### src/rtl/uart_bus_master_if.sv
// rtl/uart_bus_master_if.sv - UART byte handshake and bus signal bundle for uart_bus_master
//
// Purpose: groups the RX/TX byte handshakes and the cyc/we/sel/addr/ack bus
// used by uart_bus_master.
// Modports:
//   master - the bus initiator (uart_bus_master): drives rx_pop, tx_data,
//            tx_available, cyc, we, sel, addr, data_out, owner.
//   slave  - the UART FIFOs plus bus responders: drive rx_data, rx_ack,
//            tx_ack, data_in, ack.
`timescale 1ns/1ps

interface uart_bus_master_if;
   logic [7:0]  rx_data;
   logic        rx_pop;
   logic        rx_ack;
   logic [7:0]  tx_data;
   logic        tx_available;
   logic        tx_ack;
   logic        cyc;
   logic        we;
   logic [3:0]  sel;
   logic [29:0] addr;
   logic [31:0] data_out;
   logic [31:0] data_in;
   logic        ack;
   logic        owner;

   modport master (
      input  rx_data, rx_ack, tx_ack, data_in, ack,
      output rx_pop, tx_data, tx_available, cyc, we, sel, addr, data_out, owner
   );

   modport slave (
      output rx_data, rx_ack, tx_ack, data_in, ack,
      input  rx_pop, tx_data, tx_available, cyc, we, sel, addr, data_out, owner
   );
endinterface

### src/rtl/uart_bus_master.sv
// rtl/uart_bus_master.sv - UART byte-stream driven single-word bus initiator
//
// Purpose: parses 'W' addr[4] data[4] / 'R' addr[4] frames (little-endian)
// from the UART RX FIFO, runs one bus cycle, and replies on the UART TX FIFO
// with 'K' (write done), four read-data bytes (LSB first) or 'E' (timeout).
// Optional macro UART_BUS_MASTER_TIMEOUT_EN enables the ack timeout counter;
// without it the bus cycle waits for ack indefinitely.
// Ports:
//   clk    - system clock
//   rst_n  - asynchronous active-low reset
//   bus    - uart_bus_master_if.master: rx_data/rx_pop/rx_ack,
//            tx_data/tx_available/tx_ack, cyc/we/sel/addr/data_out/data_in/ack,
//            owner (high from first address byte to end of response)
`timescale 1ns/1ps

module uart_bus_master #(
   parameter int          TIMEOUT   = 255,
   parameter logic [7:0]  CMD_WRITE = 8'h57,
   parameter logic [7:0]  CMD_READ  = 8'h52
) (
   input logic               clk,
   input logic               rst_n,
   uart_bus_master_if.master bus
);

   typedef enum logic [2:0] {S_IDLE, S_ADDR, S_DATA, S_BUS, S_RESP} state_t;

   state_t      state_q, state_d;
   logic        write_q, write_d;
   logic        short_q, short_d;     // one-byte response ('K' or 'E')
   logic [1:0]  cnt_q, cnt_d;
   logic [31:0] shift_q, shift_d;     // frame assembly, then read data rotation
   logic        rx_pop_q, rx_pop_d;
   logic [7:0]  tx_data_q, tx_data_d;
   logic        tx_avail_q, tx_avail_d;
   logic        cyc_q, cyc_d;
   logic        we_q, we_d;
   logic [3:0]  sel_q, sel_d;
   logic [29:0] addr_q, addr_d;
   logic [31:0] data_out_q, data_out_d;
   logic        owner_q, owner_d;
   logic        rx_fire, tx_fire;

`ifdef UART_BUS_MASTER_TIMEOUT_EN
   localparam int TW = $clog2(TIMEOUT + 1);
   logic [TW-1:0] tmo_q, tmo_d;
`else
   // Keeps the parameter referenced while the counter is compiled out.
   logic unused_timeout;
   assign unused_timeout = (TIMEOUT >= 1);
`endif

   assign rx_fire = rx_pop_q && bus.rx_ack;
   assign tx_fire = tx_avail_q && bus.tx_ack;

   always_ff @(posedge clk or negedge rst_n) begin
      if (!rst_n) begin
         state_q    <= S_IDLE;
         write_q    <= 1'b0;
         short_q    <= 1'b0;
         cnt_q      <= 2'd0;
         shift_q    <= 32'd0;
         rx_pop_q   <= 1'b0;
         tx_data_q  <= 8'd0;
         tx_avail_q <= 1'b0;
         cyc_q      <= 1'b0;
         we_q       <= 1'b0;
         sel_q      <= 4'd0;
         addr_q     <= 30'd0;
         data_out_q <= 32'd0;
         owner_q    <= 1'b0;
`ifdef UART_BUS_MASTER_TIMEOUT_EN
         tmo_q      <= '0;
`endif
      end else begin
         state_q    <= state_d;
         write_q    <= write_d;
         short_q    <= short_d;
         cnt_q      <= cnt_d;
         shift_q    <= shift_d;
         rx_pop_q   <= rx_pop_d;
         tx_data_q  <= tx_data_d;
         tx_avail_q <= tx_avail_d;
         cyc_q      <= cyc_d;
         we_q       <= we_d;
         sel_q      <= sel_d;
         addr_q     <= addr_d;
         data_out_q <= data_out_d;
         owner_q    <= owner_d;
`ifdef UART_BUS_MASTER_TIMEOUT_EN
         tmo_q      <= tmo_d;
`endif
      end
   end

   always_comb begin
      state_d    = state_q;
      write_d    = write_q;
      short_d    = short_q;
      cnt_d      = cnt_q;
      shift_d    = shift_q;
      rx_pop_d   = 1'b0;
      tx_data_d  = tx_data_q;
      tx_avail_d = tx_avail_q;
      cyc_d      = cyc_q;
      we_d       = we_q;
      sel_d      = sel_q;
      addr_d     = addr_q;
      data_out_d = data_out_q;
      owner_d    = owner_q;
`ifdef UART_BUS_MASTER_TIMEOUT_EN
      tmo_d      = '0;
`endif

      case (state_q)
         S_IDLE: begin
            // Unknown bytes are dropped so the host can resynchronise.
            if (rx_fire) begin
               cnt_d = 2'd0;
               if (bus.rx_data == CMD_WRITE) begin
                  write_d = 1'b1;
                  state_d = S_ADDR;
               end else if (bus.rx_data == CMD_READ) begin
                  write_d = 1'b0;
                  state_d = S_ADDR;
               end
            end else begin
               rx_pop_d = 1'b1;
            end
         end

         S_ADDR: begin
            if (rx_fire) begin
               shift_d = {bus.rx_data, shift_q[31:8]};
               cnt_d   = cnt_q + 2'd1;
               owner_d = 1'b1;
               if (cnt_q == 2'd3) begin
                  addr_d = shift_d[31:2];
                  if (write_q) begin
                     state_d = S_DATA;
                  end else begin
                     state_d = S_BUS;
                     cyc_d   = 1'b1;
                     we_d    = 1'b0;
                     sel_d   = 4'hF;
                  end
               end
            end else begin
               rx_pop_d = 1'b1;
            end
         end

         S_DATA: begin
            if (rx_fire) begin
               shift_d = {bus.rx_data, shift_q[31:8]};
               cnt_d   = cnt_q + 2'd1;
               if (cnt_q == 2'd3) begin
                  data_out_d = shift_d;
                  state_d    = S_BUS;
                  cyc_d      = 1'b1;
                  we_d       = 1'b1;
                  sel_d      = 4'hF;
               end
            end else begin
               rx_pop_d = 1'b1;
            end
         end

         S_BUS: begin
`ifdef UART_BUS_MASTER_TIMEOUT_EN
            tmo_d = tmo_q + TW'(1);
`endif
            // ack wins over a timeout landing on the same edge.
            if (bus.ack) begin
               cyc_d      = 1'b0;
               we_d       = 1'b0;
               sel_d      = 4'h0;
               cnt_d      = 2'd0;
               short_d    = write_q;
               tx_avail_d = 1'b1;
               state_d    = S_RESP;
               if (write_q) begin
                  tx_data_d = 8'h4B;
               end else begin
                  shift_d   = bus.data_in;
                  tx_data_d = bus.data_in[7:0];
               end
`ifdef UART_BUS_MASTER_TIMEOUT_EN
            end else if (tmo_d == TW'(TIMEOUT)) begin
               cyc_d      = 1'b0;
               we_d       = 1'b0;
               sel_d      = 4'h0;
               cnt_d      = 2'd0;
               short_d    = 1'b1;
               tx_avail_d = 1'b1;
               tx_data_d  = 8'h45;
               state_d    = S_RESP;
`endif
            end
         end

         S_RESP: begin
            if (tx_fire) begin
               tx_avail_d = 1'b0;
               cnt_d      = cnt_q + 2'd1;
               if (short_q || cnt_q == 2'd3) begin
                  owner_d = 1'b0;
                  state_d = S_IDLE;
               end else begin
                  // Rotate so the next read byte lands in the low lane.
                  shift_d   = {shift_q[7:0], shift_q[31:8]};
                  tx_data_d = shift_d[7:0];
               end
            end else if (!tx_avail_q) begin
               tx_avail_d = 1'b1;
            end
         end

         default: state_d = S_IDLE;
      endcase
   end

   assign bus.rx_pop       = rx_pop_q;
   assign bus.tx_data      = tx_data_q;
   assign bus.tx_available = tx_avail_q;
   assign bus.cyc          = cyc_q;
   assign bus.we           = we_q;
   assign bus.sel          = sel_q;
   assign bus.addr         = addr_q;
   assign bus.data_out     = data_out_q;
   assign bus.owner        = owner_q;

endmodule

### src/flat_wrapper.sv
// flat-port wrapper written by rule: the top's interface ports become plain ports
module uart_bus_master_flat 
#(
   parameter int          TIMEOUT   = 255,
   parameter logic [7:0]  CMD_WRITE = 8'h57,
   parameter logic [7:0]  CMD_READ  = 8'h52
)
  (clk, rst_n, bus_rx_data, bus_rx_ack, bus_tx_ack, bus_data_in, bus_ack, bus_rx_pop, bus_tx_data, bus_tx_available, bus_cyc, bus_we, bus_sel, bus_addr, bus_data_out, bus_owner);
  uart_bus_master_if bus_i ();
  input logic clk;
  input logic rst_n;
  input wire logic [$bits(bus_i.rx_data)-1:0] bus_rx_data;
  input wire logic [$bits(bus_i.rx_ack)-1:0] bus_rx_ack;
  input wire logic [$bits(bus_i.tx_ack)-1:0] bus_tx_ack;
  input wire logic [$bits(bus_i.data_in)-1:0] bus_data_in;
  input wire logic [$bits(bus_i.ack)-1:0] bus_ack;
  output wire logic [$bits(bus_i.rx_pop)-1:0] bus_rx_pop;
  output wire logic [$bits(bus_i.tx_data)-1:0] bus_tx_data;
  output wire logic [$bits(bus_i.tx_available)-1:0] bus_tx_available;
  output wire logic [$bits(bus_i.cyc)-1:0] bus_cyc;
  output wire logic [$bits(bus_i.we)-1:0] bus_we;
  output wire logic [$bits(bus_i.sel)-1:0] bus_sel;
  output wire logic [$bits(bus_i.addr)-1:0] bus_addr;
  output wire logic [$bits(bus_i.data_out)-1:0] bus_data_out;
  output wire logic [$bits(bus_i.owner)-1:0] bus_owner;
  assign bus_i.rx_data = bus_rx_data;
  assign bus_i.rx_ack = bus_rx_ack;
  assign bus_i.tx_ack = bus_tx_ack;
  assign bus_i.data_in = bus_data_in;
  assign bus_i.ack = bus_ack;
  assign bus_rx_pop = bus_i.rx_pop;
  assign bus_tx_data = bus_i.tx_data;
  assign bus_tx_available = bus_i.tx_available;
  assign bus_cyc = bus_i.cyc;
  assign bus_we = bus_i.we;
  assign bus_sel = bus_i.sel;
  assign bus_addr = bus_i.addr;
  assign bus_data_out = bus_i.data_out;
  assign bus_owner = bus_i.owner;
  uart_bus_master #(.TIMEOUT(TIMEOUT), .CMD_WRITE(CMD_WRITE), .CMD_READ(CMD_READ)) u_core (.clk(clk), .rst_n(rst_n), .bus(bus_i));
endmodule
### config.mk
export PLATFORM = sky130hd
export DESIGN_NAME = uart_bus_master_flat
export DESIGN_NICKNAME = d
export VERILOG_FILES = /design/src/rtl/uart_bus_master_if.sv /design/src/rtl/uart_bus_master.sv /design/src/flat_wrapper.sv
export SDC_FILE = /design/constraint.sdc
export NUM_CORES = 1
export LEC_CHECK = 0
export BUFFER_PORTS_ARGS = -buffer_cell sky130_fd_sc_hd__buf_2
export CAP_MARGIN = 10
export CORE_AREA = 4 4 122 124
export DETAILED_ROUTE_END_ITERATION = 8
export DIE_AREA = 0 0 126 128
export HOLD_SLACK_MARGIN = 0.15
export PLACE_DENSITY = 0.72
export SLEW_MARGIN = 15
export SYNTH_ARGS = -nofsm -noshare
export SYNTH_HDL_FRONTEND = slang
export SYNTH_SLANG_ARGS = --single-unit
### constraint.sdc
create_clock -name clk -period 1.9 [get_ports clk]
set_input_delay 0 -clock clk [delete_from_list [all_inputs] [get_ports clk]]
set_output_delay 0 -clock clk [all_outputs]
set_load 0.02 [all_outputs]
==> flow_summary.toml <==
[setup_path]
critPathSlowestCell = "dfrtp_1"
cp_data_arrival_time_ns = 2.11
path_max_fanout = 32
worstPathRequired_ns = 2.19
critical_path_class = "reg -> reg"
max_stage_delay_ns = 0.43
startpoint_type = "flip-flop"
crit_chain = "nor3b_4, buf_4, o2bb2ai_4, a31oi_4, buf_12, mux2_2"
end_kind = "flip-flop"

[power_and_ir_drop]
peakVddDrop_uv = 596.5
p_switching_w = 0.001317
internal_power_w = 0.004661
p_sw_share_pct = 22.03
seq_power_share_pct = 42.9
p_leak_nw = 3.690
comb_power_share_pct = 6.2
clkPwrFrac_pct = 50.9
powerDensity_nw_per_um2 = 816.5

[grt]
antenna_found_initial = 0
grt_pass1_vias = 4256
grt_pass1_wl_mm = 23.23
grt_max_degree = 66
overflow = 0
grtUsageTotal_pct = 18.41

[floorplanning]
die_area_um2 = 16130
rows = 43
ios = 124
die_w_um = 126
start_util_pct = 39.29
core_um2 = 13770
die_y_um = 128

[clock_tree]
clkSlewWorstSetupHoldPaths_ns = 0.05
cts_buffers = 17
clkSinkCount = 114
clk_path_buf_depth = 2
clk_latency_ns = 0.41
cts_tree = "done"
root_buffer = "clkbuf_16"
htree_levels = 4

[route]
vias = 4038
wl_per_cell_um = 18.16
routed_wl_mm = 14.42
drcViolationCount = 0
first_iter_violations = 225
firstDrtPassIters = 5
avgViaCountPerCell = 5.086
ant_nets = 0

[finish]
drive_above_1_share_pct = 49.19
nets = 648
area.growth.synth_to_final_pct = 35.28
insertedDiodeCount = 0
nFillCells = 1218
finalNonFillerCells = 794

[placement]
place_hpwl_mm = 10.08
io_buffers = 123
place_inst = 723
pre_cts_ws_ns = -0.02885
globalplace.congestion = 0.8260

[synth]
synth.avg_cell_area_um2 = 12.73
syn-num-nets = 471
ys_warn_count = 0
seq_area_frac_synth_pct = 52.72
ys_ff_latch = 114
synth.distinct_cells = 48
synthFlopType = "dfrtp_1"
netlist_instances = 425
synth_area_um2 = 5411
async_flop_share_pct = 100.0
synth_edf_count = 0

[sta]
fin_crit_sh_pct = 96.22
skew_ns = 0.008000
max_slew_margin_pct = 62.88
finalSetupViolations = 0
fin_crit_ns = 1.828
worst_pin_slew_ns = 0.5568
tns_ns = 0
setup_slack_ns = 0.07175
maxSlewViolCount = 0
whs_ns = 0.1642
finalHoldViolations = 0
fmaxAchievable_ghz = 0.5470
rsz0062_at_grt = "true"

[min_path]
hold_path_class = "in -> async"

[status]
outcome = "completed"

[run]
cap_violations = 0
## timing repair
item | in CTS | in global routing
hold buffers | 38 | 0
endpoints found under the setup margin | 32 | 34
hold endpoints to repair | 172 | 0
resized for setup | 1 | 1
buffers inserted | 0 | 2
## per-layer routing
layer / vias to the layer above / routed length, um / share of wire [%] / GRT usage (%)
met4: 0 / 221 / 1.5 / 7.192
met2: 124 / 6844 / 47 / 28.67
met3: 18 / 875 / 6.1 / 4.333
met1: 2011 / 6479 / 45 / 25.04
met5: - / 0 / 0 / 0
li1: 1885 / - / - / -
## path summary, 6_finish.rpt
check | depth (start not counted) | from | to | slack [ns]
min reg2reg | 1 | u_core.bus.addr[21] | u_core.bus.addr[21] | 0.50
max | 6 | u_core.state_q[2] | u_core.shift_q[11] | 0.07
min in group clk | 5 | bus_data_in[31] | u_core.shift_q[31] | 0.27
max in group asynchronous | 3 | rst_n | u_core.state_q[1] | 1.00
max reg2reg | 6 | u_core.state_q[2] | u_core.shift_q[11] | 0.07
min | 3 | rst_n | u_core.bus.we | 0.16
## worst max-delay path: cells and delay by family (launching register included)
kind / cells / cell delay [ns]
AO/OA/AOI/OAI: 2 / 0.32
AND/OR/NAND/NOR: 1 / 0.19
flip-flops: 1 / 0.43
buffers and inverters: 2 / 0.39
multiplexers: 1 / 0.36
## synth_stat cells, types with 2 or more instances
cell type	instances	share of area, %
o22ai_1	8	0.92
nor3_1	8	0.74
o21a_1	8	1.1
inv_1	11	0.76
mux2_2	113	24
buf_4	5	0.69
o211ai_1	2	0.28
nand2_1	16	1.1
nor2_1	8	0.55
o21ai_1	2	0.18
buf_2	12	1.1
dfrtp_1	114	53
nor2b_1	12	1.4
o21ai_0	15	1.4
a22oi_1	3	0.42
a31oi_1	2	0.23
nor3b_1	12	1.7
buf_6	3	0.62
mux2_1	8	1.7
a21oi_1	6	0.55
and3_1	2	0.23
a41oi_1	2	0.32
nand3_1	4	0.37
mux2i_1	6	1.1
a211oi_1	10	1.4
nand3b_1	2	0.28
clkbuf_1	10	0.69
## kinds of logic after synthesis
family	share of synthesized area (%)
DFF	52.72
xor gates and xnor gates	0.3238
and+or+nand+nor	7.977
buffers and inverters	4.023
adders and majority gates	0.2312
AOI/OAI and AO/OA	8.440
muxes	26.29
## area by class of cell
cell class	instances	area (um2)	area share [%]
sequential	114	2855	39.00
multi-input combinational	268	2341	31.98
timing repair buffer	189	1284	17.54
clock buffer	21	460.4	6.290
tap	180	225.2	3.076
clock inverter	10	110.1	1.504
inverter	12	45.04	0.6153
## state kept, by name, indices dropped and copies added, names as in the netlist
name                     flops
u_core.bus.sel               1
u_core.bus.tx_available      1
u_core.short_q               1
u_core.write_q               1
u_core.bus.we                1
u_core.bus.rx_pop            1
u_core.cnt_q                 2
u_core.state_q               3
u_core.bus.owner             1
u_core.bus.tx_data           8
u_core.bus.data_out         32
u_core.shift_q              32
u_core.bus.addr             30
## placed cells by master (no fill, tap or decap), types with 10 or more instances in the layout
cell type,count
inv_1,11
dlygate4sd3_1,38
clkbuf_16,17
nor3b_1,12
o21ai_0,15
mux2_2,113
nor2b_1,12
dfrtp_1,112
a211oi_1,10
buf_2,122
nand2_1,16
buf_4,23
## stage by stage
stage | area [um2] | utilization (%) | total power (W)
after floorplan | 5411 | - | 0.002717
after CTS | 7305 | 53.03 | 0.006067
after global routing | 7321 | 53.15 | 0.006218
final | 7321 | 53.15 | 0.005977
after global placement | 6352 | 46.12 | 0.002908
after detailed placement | 6352 | 46.12 | 0.002917
## power groups by stage
| stage | clock, W | combinational (W) | sequential (W) |
|---|---|---|---|
| after floorplan | 0 | 0.000131 | 0.00259 |
| after global placement | 0 | 0.000306 | 0.00260 |
| after detailed placement | 0 | 0.000314 | 0.00260 |
| after CTS | 0.00313 | 0.000375 | 0.00256 |
| after global routing | 0.00324 | 0.000406 | 0.00257 |
| final | 0.00304 | 0.000369 | 0.00256 |
No activity file was read; power rests on OpenSTA's default activity.
